## src/rtl/dut.sv

```systemverilog
// -----------------------------------------------------------------------------
// dut -- self-running cuckoo hash table exerciser.
//
// Generates NKEYS pseudo-random 16-bit keys from an LFSR and inserts each one,
// with value ~key, into a two-table cuckoo hash (T0/T1, 16 entries each).
// Colliding entries are evicted alternately from T0 and T1, up to MAX_KICKS
// evictions per insert. The LFSR is then restarted and every key is looked up
// and its value checked. Finally key 0, which the LFSR never produces, must
// miss. The outcome is reported on a registered status byte.
//
// Ports
//   clk                 in   1  clock, all state updates on the rising edge
//   reset               in   1  synchronous, active-high reset
//   hpr_abend_syndrome  out  8  8'hFF while running, otherwise the result:
//                                 8'h00  all keys found, key 0 missed
//                                 8'h02  an insert ran out of evictions
//                                 8'h03  a lookup missed or returned a bad value
//                                 8'h04  key 0 was (wrongly) found
// -----------------------------------------------------------------------------
module dut #(
    parameter int          NKEYS     = 20,
    parameter int          MAX_KICKS = 16,
    parameter logic [15:0] SEED      = 16'hACE1
) (
    input  logic       clk,
    input  logic       reset,
    output logic [7:0] hpr_abend_syndrome
);

    localparam logic [6:0] NKEYS_C     = 7'(NKEYS);
    localparam logic [7:0] MAX_KICKS_C = 8'(MAX_KICKS);

    localparam logic [7:0] SYN_RUNNING   = 8'hFF;
    localparam logic [7:0] SYN_PASS      = 8'h00;
    localparam logic [7:0] SYN_FULL      = 8'h02;
    localparam logic [7:0] SYN_LOOKUP    = 8'h03;
    localparam logic [7:0] SYN_FALSE_HIT = 8'h04;

    typedef enum logic [2:0] {
        INS_START,
        INS_PROBE,
        INS_KICK,
        LKP_START,
        LKP_PROBE,
        MISS_CHK,
        DONE
    } state_t;

    // -------------------------------------------------------------------------
    // Hash functions and key generator step
    // -------------------------------------------------------------------------
    function automatic logic [3:0] h0(input logic [15:0] k);
        return k[3:0] ^ k[11:8];
    endfunction

    function automatic logic [3:0] h1(input logic [15:0] k);
        return k[7:4] ^ k[15:12] ^ 4'hA;
    endfunction

    function automatic logic [15:0] lfsr_step(input logic [15:0] s);
        return {s[14:0], s[15] ^ s[13] ^ s[12] ^ s[10]};
    endfunction

    // -------------------------------------------------------------------------
    // State
    // -------------------------------------------------------------------------
    state_t      state;
    logic [15:0] lfsr;
    logic [15:0] carry_key;   // key being inserted, displaced, or looked up
    logic [15:0] carry_val;
    logic [6:0]  ins_count;
    logic [6:0]  lkp_count;
    logic [7:0]  kick;

    logic [15:0]       t0_valid;
    logic [15:0]       t1_valid;
    logic [15:0][15:0] t0_key;
    logic [15:0][15:0] t0_val;
    logic [15:0][15:0] t1_key;
    logic [15:0][15:0] t1_val;

    // -------------------------------------------------------------------------
    // Probe of both tables for the carry key. The same logic serves inserts,
    // lookups and the final key-0 check (carry_key is cleared for that).
    // -------------------------------------------------------------------------
    logic [3:0]  c_h0;
    logic [3:0]  c_h1;
    logic        t0_hit;
    logic        t1_hit;
    logic        lkp_ok;
    logic [15:0] victim_key;
    logic [15:0] victim_val;
    logic        t0_we;
    logic        t1_we;

    assign c_h0   = h0(carry_key);
    assign c_h1   = h1(carry_key);
    assign t0_hit = t0_valid[c_h0] && (t0_key[c_h0] == carry_key);
    assign t1_hit = t1_valid[c_h1] && (t1_key[c_h1] == carry_key);
    assign lkp_ok = (t0_hit && (t0_val[c_h0] == ~carry_key)) ||
                    (t1_hit && (t1_val[c_h1] == ~carry_key));

    // Even kicks evict from T0, odd kicks from T1.
    assign victim_key = kick[0] ? t1_key[c_h1] : t0_key[c_h0];
    assign victim_val = kick[0] ? t1_val[c_h1] : t0_val[c_h0];

    // Table write enables; every write stores the carry at its own hash slot.
    always_comb begin
        // NOTE: every output of this block gets a default before any branch,
        // so no path can leave it unassigned and infer a latch.
        t0_we = 1'b0;
        t1_we = 1'b0;
        if (!reset) begin
            unique case (state)
                INS_PROBE: begin
                    if (t0_hit)                t0_we = 1'b1;  // refresh value
                    else if (t1_hit)           t1_we = 1'b1;  // refresh value
                    else if (!t0_valid[c_h0])  t0_we = 1'b1;
                    else if (!t1_valid[c_h1])  t1_we = 1'b1;
                end
                INS_KICK: begin
                    if (!kick[0]) t0_we = 1'b1;
                    else          t1_we = 1'b1;
                end
                default: ;
            endcase
        end
    end

    // -------------------------------------------------------------------------
    // Table payload storage
    // -------------------------------------------------------------------------
    always_ff @(posedge clk) begin
        // NOTE: key/value fields carry no reset; the valid bits, which are
        // reset, decide whether an entry means anything.
        if (t0_we) begin
            t0_key[c_h0] <= carry_key;
            t0_val[c_h0] <= carry_val;
        end
        if (t1_we) begin
            t1_key[c_h1] <= carry_key;
            t1_val[c_h1] <= carry_val;
        end
    end

    // -------------------------------------------------------------------------
    // Control FSM with registered status output
    // -------------------------------------------------------------------------
    always_ff @(posedge clk) begin
        if (reset) begin
            state              <= INS_START;
            hpr_abend_syndrome <= SYN_RUNNING;
            lfsr               <= SEED;
            carry_key          <= '0;
            carry_val          <= '0;
            ins_count          <= '0;
            lkp_count          <= '0;
            kick               <= '0;
            t0_valid           <= '0;
            t1_valid           <= '0;
        end else begin
            if (t0_we) t0_valid[c_h0] <= 1'b1;
            if (t1_we) t1_valid[c_h1] <= 1'b1;

            unique case (state)
                INS_START: begin
                    if (ins_count == NKEYS_C) begin
                        lfsr  <= SEED;   // replay the same key sequence
                        state <= LKP_START;
                    end else begin
                        carry_key <= lfsr;
                        carry_val <= ~lfsr;
                        kick      <= '0;
                        lfsr      <= lfsr_step(lfsr);
                        state     <= INS_PROBE;
                    end
                end

                INS_PROBE: begin
                    if (t0_hit || t1_hit) begin
                        state <= INS_START;
                    end else if (!t0_valid[c_h0] || !t1_valid[c_h1]) begin
                        ins_count <= ins_count + 7'd1;
                        state     <= INS_START;
                    end else begin
                        state <= INS_KICK;
                    end
                end

                INS_KICK: begin
                    // NOTE: non-blocking assignment lets the carry pick up the
                    // old occupant while the table stores the carry on the
                    // same edge -- a clean swap with no ordering hazard.
                    carry_key <= victim_key;
                    carry_val <= victim_val;
                    kick      <= kick + 8'd1;
                    if (kick + 8'd1 >= MAX_KICKS_C) begin
                        hpr_abend_syndrome <= SYN_FULL;
                        state              <= DONE;
                    end else begin
                        state <= INS_PROBE;
                    end
                end

                LKP_START: begin
                    if (lkp_count == NKEYS_C) begin
                        carry_key <= '0;  // key 0 is never generated
                        state     <= MISS_CHK;
                    end else begin
                        carry_key <= lfsr;
                        lfsr      <= lfsr_step(lfsr);
                        state     <= LKP_PROBE;
                    end
                end

                LKP_PROBE: begin
                    if (!lkp_ok) begin
                        hpr_abend_syndrome <= SYN_LOOKUP;
                        state              <= DONE;
                    end else begin
                        lkp_count <= lkp_count + 7'd1;
                        state     <= LKP_START;
                    end
                end

                MISS_CHK: begin
                    hpr_abend_syndrome <= (t0_hit || t1_hit) ? SYN_FALSE_HIT : SYN_PASS;
                    state              <= DONE;
                end

                DONE: ;  // hold everything until reset

                default: state <= INS_START;
            endcase
        end
    end

endmodule

```

## config.mk

```make
export PLATFORM = sky130hd
export DESIGN_NAME = dut
export DESIGN_NICKNAME = d
export VERILOG_FILES = /design/src/rtl/dut.sv
export SDC_FILE = /design/constraint.sdc
export NUM_CORES = 1
export LEC_CHECK = 0
export CAP_MARGIN = 5
export CORE_UTILIZATION = 50
export DETAILED_ROUTE_END_ITERATION = 8
export GPL_TIMING_DRIVEN = 0
export PLACE_DENSITY = 0.65
export SLEW_MARGIN = 20
export SYNTH_ARGS = -nofsm -noshare
export SYNTH_HDL_FRONTEND = slang
export SYNTH_SLANG_ARGS = --single-unit
```

## constraint.sdc

```tcl
create_clock -name clk -period 7.8 [get_ports clk]
set_input_delay 1.56 -clock clk [delete_from_list [all_inputs] [get_ports clk]]
set_output_delay 1.56 -clock clk [all_outputs]
set_load 0.01 [all_outputs]
```

==> run_results.csv, run 1 <==
group,metric,value,unit
timing,hold_violations,0,
die,initial_core_util,50.7,%
global_routing,grt_pass1_vias,26900,
logic_synthesis,synth_cells,2771,
timing,grt_setup_unrepaired,"false",
clock_tree,cts_buffers,110,
clock_tree,cts.sinks,1133,
critical_path,startpoint_type,"flop",
drt,drt-wirelength-per-cell,30.2,um
logic_synthesis,synth_area_leader_cell,"edfxtp_1",
critical_path,endpoint_kind,"flop",
layout,nNetsFinal,3032,
run_status,status,"finished clean",
timing,tightest_slew,1130,ps
placement,postPlaceCellArea,0.0481,mm2
die,die-area,0.0910,mm2
power,powerDensity,274,mW/mm2
logic_synthesis,netlist_area,0.0449,mm2
logic_synthesis,synthesis.nets,2779,
critical_path,crit_fanout,33,
logic_synthesis,synth-edff-count,1024,
power,irDropWorstVdd,176,uV
worst_hold_path,hold_class,"flop to flop",
drt,drt-pass1-iter-count,8,
drt,num_vias,27500,
critical_path,arrival,7600,ps
timing,drv_slew,0,
drt,drt_iter0_markers,3622,
logic_synthesis,synth-seq-area-share,73.3,%
global_routing,grt_pass1_wl,185000,um
placement,hpwl,86200,um
timing,holdWs,472,ps
timing,fmax,0.140,GHz
global_routing,grt_max_degree,34,
job,drv_cap,0,
timing,finalCritPeriodShare,91.8,%
placement,port_buffers,9,
logic_synthesis,synth_top_cell_area_share,68.5,%
clock_tree,cts_max_level,3,
drt,drcViolationCount,0,
logic_synthesis,synth.area.top_cells,"edfxtp_1 (68%), mux4_2 (6.9%), dfxtp_1 (4.9%)",
global_routing,grt_usage,28.5,%
die,core-area,0.0886,mm2
logic_synthesis,synth_cell_type_count,63,
logic_synthesis,ys_seq_elements,1133,
clock_tree,clock_latency,710,ps
logic_synthesis,synth.yosys.warnings,0,
die,die_height,302,um
critical_path,crit_type,"flop to flop",
global_routing,grt_antenna_before_repair,0,
critical_path,cp.required,8240,ps
layout,final_cell_area,0.0516,mm2
die,io_pins,10,
layout,syn2layout_area_growth,14.9,%
layout,layout_common_cells,"edfxtp_1 (1,024), nand2_1 (315), nor2_1 (173)",
drt,ant_nets,0,
clock_tree,cts_tree,"done",
drt,vias_per_cell,6.43,
clock_tree,clk_pin_slew,60,ps
timing,layout_min_cycle_time,7160,ps
timing,setup_viol,0,
clock_tree,clockBufferDepth,3,
drt,routed_wirelength,129000,um
timing,relSlewSlack,24.6,%
power,p_leak,17.1,nW
layout,final_common_cell,"edfxtp_1",
global_routing,gr-total-overflow,0,
logic_synthesis,synthFlopType,"edfxtp_1",
layout,drive_gt1_share,18.6,%
logic_synthesis,synthArstFlopShare,0,%
clock_tree,cts_setup_buffers,0,
die,die_w,302,um
die,num_rows,109,
layout,num_antenna_cells,0,
timing,clock_skew,33.0,ps
placement,gp_congestion,0.976,
logic_synthesis,postSynthAreaPerCell,16.2,um2
clock_tree,cts-root-buf,"clkbuf_16",
[through the flow]
stage | TNS (ps) | setup WS [ps] | power (mW) | utilization [%] | instances
2_1_floorplan | 0 | 711 | 8.20 | - | 2771
3_3_place_gp | -2944870 | -5490 | 8.97 | 52.4 | 3945
3_5_place_dp | 0 | 591 | 9.05 | 54.2 | 4077
4_1_cts | 0 | 572 | 14.1 | 58.2 | 4280
5_1_grt | 0 | 378 | 14.5 | 58.2 | 4280
6_report | 0 | 639 | 14.2 | 58.2 | 4280
[synth_stat cells, drive strengths merged (37+ instances only)]
cell type / n
dfxtp: 109
nand2: 315
edfxtp: 1024
buf: 92
xnor2: 44
o22ai: 71
xor2: 41
inv: 41
nor2: 192
a32oi: 116
nand4: 45
clkbuf: 86
mux2i: 119
mux4: 142
nor4: 37
nor3: 40
a21oi: 56
nand3: 41
[sequential cells by signal, indices dropped and copies added, names as in the netlist, 16 cells and up]
signal	count
t0_key	256
t0_val	256
t1_key	256
t1_val	256
carry_key	16
carry_val	16
lfsr	16
t0_valid	16
t1_valid	16
[power breakdown]
part	total [mW]	internal (mW)	switching [mW]
Clock	5.20	2.94	2.25
Combinational	2.04	0.657	1.39
Sequential	6.92	6.75	0.175
Total	14.2	10.3	3.81
[cell type report]
type | count | area (um2)
sequential | 1133 | 33000
clock buffer | 142 | 2980
clock inverter | 61 | 508
inverter | 41 | 154
fill | 6660 | 37100
multi-input combinational | 1419 | 11200
buffer | 178 | 881
tap | 1165 | 1460
timing repair buffer | 141 | 1450
[timing repair]
action / 4_1_cts / 5_1_grt
hold buffers: 0 / 0
endpoints found under the setup margin: 0 / 31
resized for setup: 0 / 2
[worst max-delay path, stage by stage, from the launching register on]
cell       delay (ps)
dfxtp_2           720
buf_2             440
xor2_1            600
buf_2             380
nor3_1            160
clkbuf_1          500
a32oi_1           480
nand4_1           430
xor2_1            320
o2111ai_1         140
nor4_1            540
a21oi_1           380
a22oi_2           560
or3_1             210
clkbuf_1          430
nor2_4            180
buf_16            220
buf_16            170
[routing by layer]
metal,up-vias,global-route usage (%),share of wire [%]
met3,296,4.92,10
met5,-,0,0
li1,11400,-,-
met4,0,10.8,3.6
met2,1731,44.1,46
met1,14100,40.6,40
[path summary, 6_finish.rpt]
check	startpoint	to	slack, ps	depth (start not counted)
worst min-delay path	hpr_abend_syndrome[2]$_SDFFE_PP1P_	hpr_abend_syndrome[2]$_SDFFE_PP1P_	470	1
worst max register to register	carry_key[1]$_SDFFE_PP0P_	t1_val[189]$_DFFE_PP_	640	17
worst min register to register	hpr_abend_syndrome[2]$_SDFFE_PP1P_	hpr_abend_syndrome[2]$_SDFFE_PP1P_	470	1
worst max-delay path	carry_key[1]$_SDFFE_PP0P_	t1_val[189]$_DFFE_PP_	640	17
[logic make-up (layout without fill, tap and decap cells)]
logic type / after synthesis / after routing / synth area share, %
xor+xnor: 85 / 85 / 1.76
compound gates: 341 / 341 / 5.41
simple gates: 723 / 723 / 7.14
fa+ha+maj: 6 / 6 / 0.167
mux: 264 / 264 / 9.89
flops: 1133 / 1133 / 73.3
buf+inv: 219 / 563 / 2.30
No activity file was read; power rests on OpenSTA's default activity.
==> inputs of run 2 (changes only) <==
==> constraint.sdc (replaced) <==
create_clock -name clk -period 9.1 [get_ports clk]
set_input_delay 1.82 -clock clk [delete_from_list [all_inputs] [get_ports clk]]
set_output_delay 1.82 -clock clk [all_outputs]
set_load 0.01 [all_outputs]
==> run_results.csv, run 2 (synthesis gave the netlist of run 1 again) <==
group,metric,value,unit
global_routing,grt_pass1_vias,26900,
drt,top_layer_used,"met4",
layout,drive_gt1_share,18.5,%
critical_path,r2r_start,"carry_key[1]$_SDFFE_PP0P_",
timing,setup_viol,0,
worst_hold_path,hold_class,"flop to flop",
timing,hold_violations,0,
critical_path,endpoint_kind,"flop",
die,io_pins,10,
timing,tightest_slew,1150,ps
drt,num_vias,27600,
critical_path,crit_fanout,33,
power,powerDensity,235,mW/mm2
critical_path,arrival,8000,ps
die,num_rows,109,
worst_hold_path,hold_path_end,"hpr_abend_syndrome[2]$_SDFFE_PP1P_",
clock_tree,cts-root-buf,"clkbuf_16",
global_routing,grt_max_degree,34,
drt,drcViolationCount,0,
drt,vias_per_cell,6.44,
die,die_w,302,um
power,irDropWorstVdd,151,uV
job,drv_cap,0,
drt,wl_met2,59800,um
critical_path,r2r_setup_slack,1540,ps
drt,routed_wirelength,129000,um
clock_tree,cts-resized-gates,0,
drt,dr_wl_met3,13000,um
critical_path,startpoint_type,"flop",
global_routing,grt_antenna_before_repair,0,
critical_path,r2r_end,"t1_val[189]$_DFFE_PP_",
global_routing,grt_pass1_wl,185000,um
placement,port_buffers,9,
clock_tree,cts_buffers,110,
worst_hold_path,hold_depth,1,
clock_tree,clk_pin_slew,60,ps
clock_tree,clockBufferDepth,3,
die,core-area,0.0886,mm2
global_routing,gr-total-overflow,0,
die,die_height,302,um
clock_tree,cts_setup_buffers,0,
drt,drt_iter0_markers,3622,
drt,ant_nets,0,
timing,drv_slew,0,
layout,syn2layout_area_growth,14.9,%
clock_tree,cts_max_level,3,
timing,relSlewSlack,23.1,%
drt,drt-wirelength-per-cell,30.2,um
run_status,status,"finished clean",
timing,fin_setup_tns,0,ps
timing,finalCritPeriodShare,83.1,%
critical_path,crit_type,"flop to flop",
layout,nNetsFinal,3032,
drt,drt-pass1-iter-count,8,
die,die-area,0.0910,mm2
clock_tree,hold_buffers,0,
placement,place_ws,1890,ps
timing,fmax,0.132,GHz
layout,n_fill_cell,6659,
worst_hold_path,hp-start,"hpr_abend_syndrome[2]$_SDFFE_PP1P_",
placement,gp_congestion,0.976,
layout,final_common_cell,"edfxtp_1",
clock_tree,cts_tree,"done",
timing,grt_setup_unrepaired,"false",
critical_path,rr_worst_depth,17,
clock_tree,clock_latency,710,ps
layout,layout_common_cells,"edfxtp_1 (1,024), nand2_1 (315), nor2_1 (173)",
critical_path,cp.required,9540,ps
placement,hpwl,86200,um
timing,layout_min_cycle_time,7560,ps
layout,num_antenna_cells,0,
timing,clock_skew,32.5,ps
die,initial_core_util,50.7,%
clock_tree,cts.sinks,1133,
global_routing,grt_usage,28.5,%
drt,met1_length,51800,um
power,p_leak,17.1,nW
timing,layout_setup_ws,1540,ps
[run 2: metal layers]
metal | vias up | global-route usage (%)
met4 | 0 | 10.8
met1 | 14100 | 40.6
met3 | 294 | 4.92
met2 | 1748 | 44.1
met5 | - | 0
li1 | 11400 | -
[run 2: stage by stage]
stage | std cells | power [mW] | utilization [%] | hold WS [ps] | cell area, um2
after global placement | 3945 | 7.69 | 52.4 | 451 | 46500
final | 4280 | 12.1 | 58.2 | 472 | 51600
after detailed placement | 4077 | 7.76 | 54.2 | 457 | 48100
after CTS | 4280 | 12.1 | 58.2 | 470 | 51600
after global routing | 4280 | 12.4 | 58.2 | 495 | 51600
after floorplan | 2771 | 7.03 | - | 444 | 44900
[run 2: worst max path at each step]
stage,slack [ps],end,startpoint,cells after the start
global route,1270,t1_val[191]$_DFFE_PP_,carry_key[9]$_SDFFE_PP0P_,17
global placement,-4190,t0_val[117]$_DFFE_PP_,carry_key[1]$_SDFFE_PP0P_,14
finish,1540,t1_val[189]$_DFFE_PP_,carry_key[1]$_SDFFE_PP0P_,17
detailed placement,1890,t1_val[145]$_DFFE_PP_,carry_key[1]$_SDFFE_PP0P_,17
CTS,1870,t1_val[145]$_DFFE_PP_,carry_key[1]$_SDFFE_PP0P_,17
floorplan,2010,t0_key[100]$_DFFE_PP_,carry_key[9]$_SDFFE_PP0P_,11
[run 2: final cells by class]
| cell class | instances | area [um2] | area share, % |
|---|---|---|---|
| Inverter | 41 | 154 | 0.298 |
| Sequential cell | 1133 | 33000 | 63.9 |
| Clock buffer | 142 | 2980 | 5.77 |
| Clock inverter | 61 | 508 | 0.985 |
| Tap cell | 1165 | 1460 | 2.83 |
| Multi-Input combinational cell | 1419 | 11200 | 21.7 |
| Timing Repair Buffer | 141 | 1450 | 2.82 |
| Buffer | 178 | 881 | 1.71 |
[run 2: critical path, stage by stage (launching register included)]
cell and delay, ps:
dfxtp_1 1080, buf_2 480, xor2_1 600, buf_2 380, nor3_1 160, clkbuf_1 500
a32oi_1 480, nand4_1 430, xor2_1 310, o2111ai_1 140, nor4_1 540, a21oi_1 380
a22oi_2 560, or3_1 210, clkbuf_1 430, nor2_4 180, buf_16 220, buf_16 170
[run 2: power breakdown]
| group | internal [mW] | leakage, nW | total (mW) | switching [mW] |
|---|---|---|---|---|
| sequential | 5.78 | 10.3 | 5.93 | 0.150 |
| clock | 2.52 | 1.69 | 4.45 | 1.93 |
| combinational | 0.564 | 5.09 | 1.75 | 1.19 |
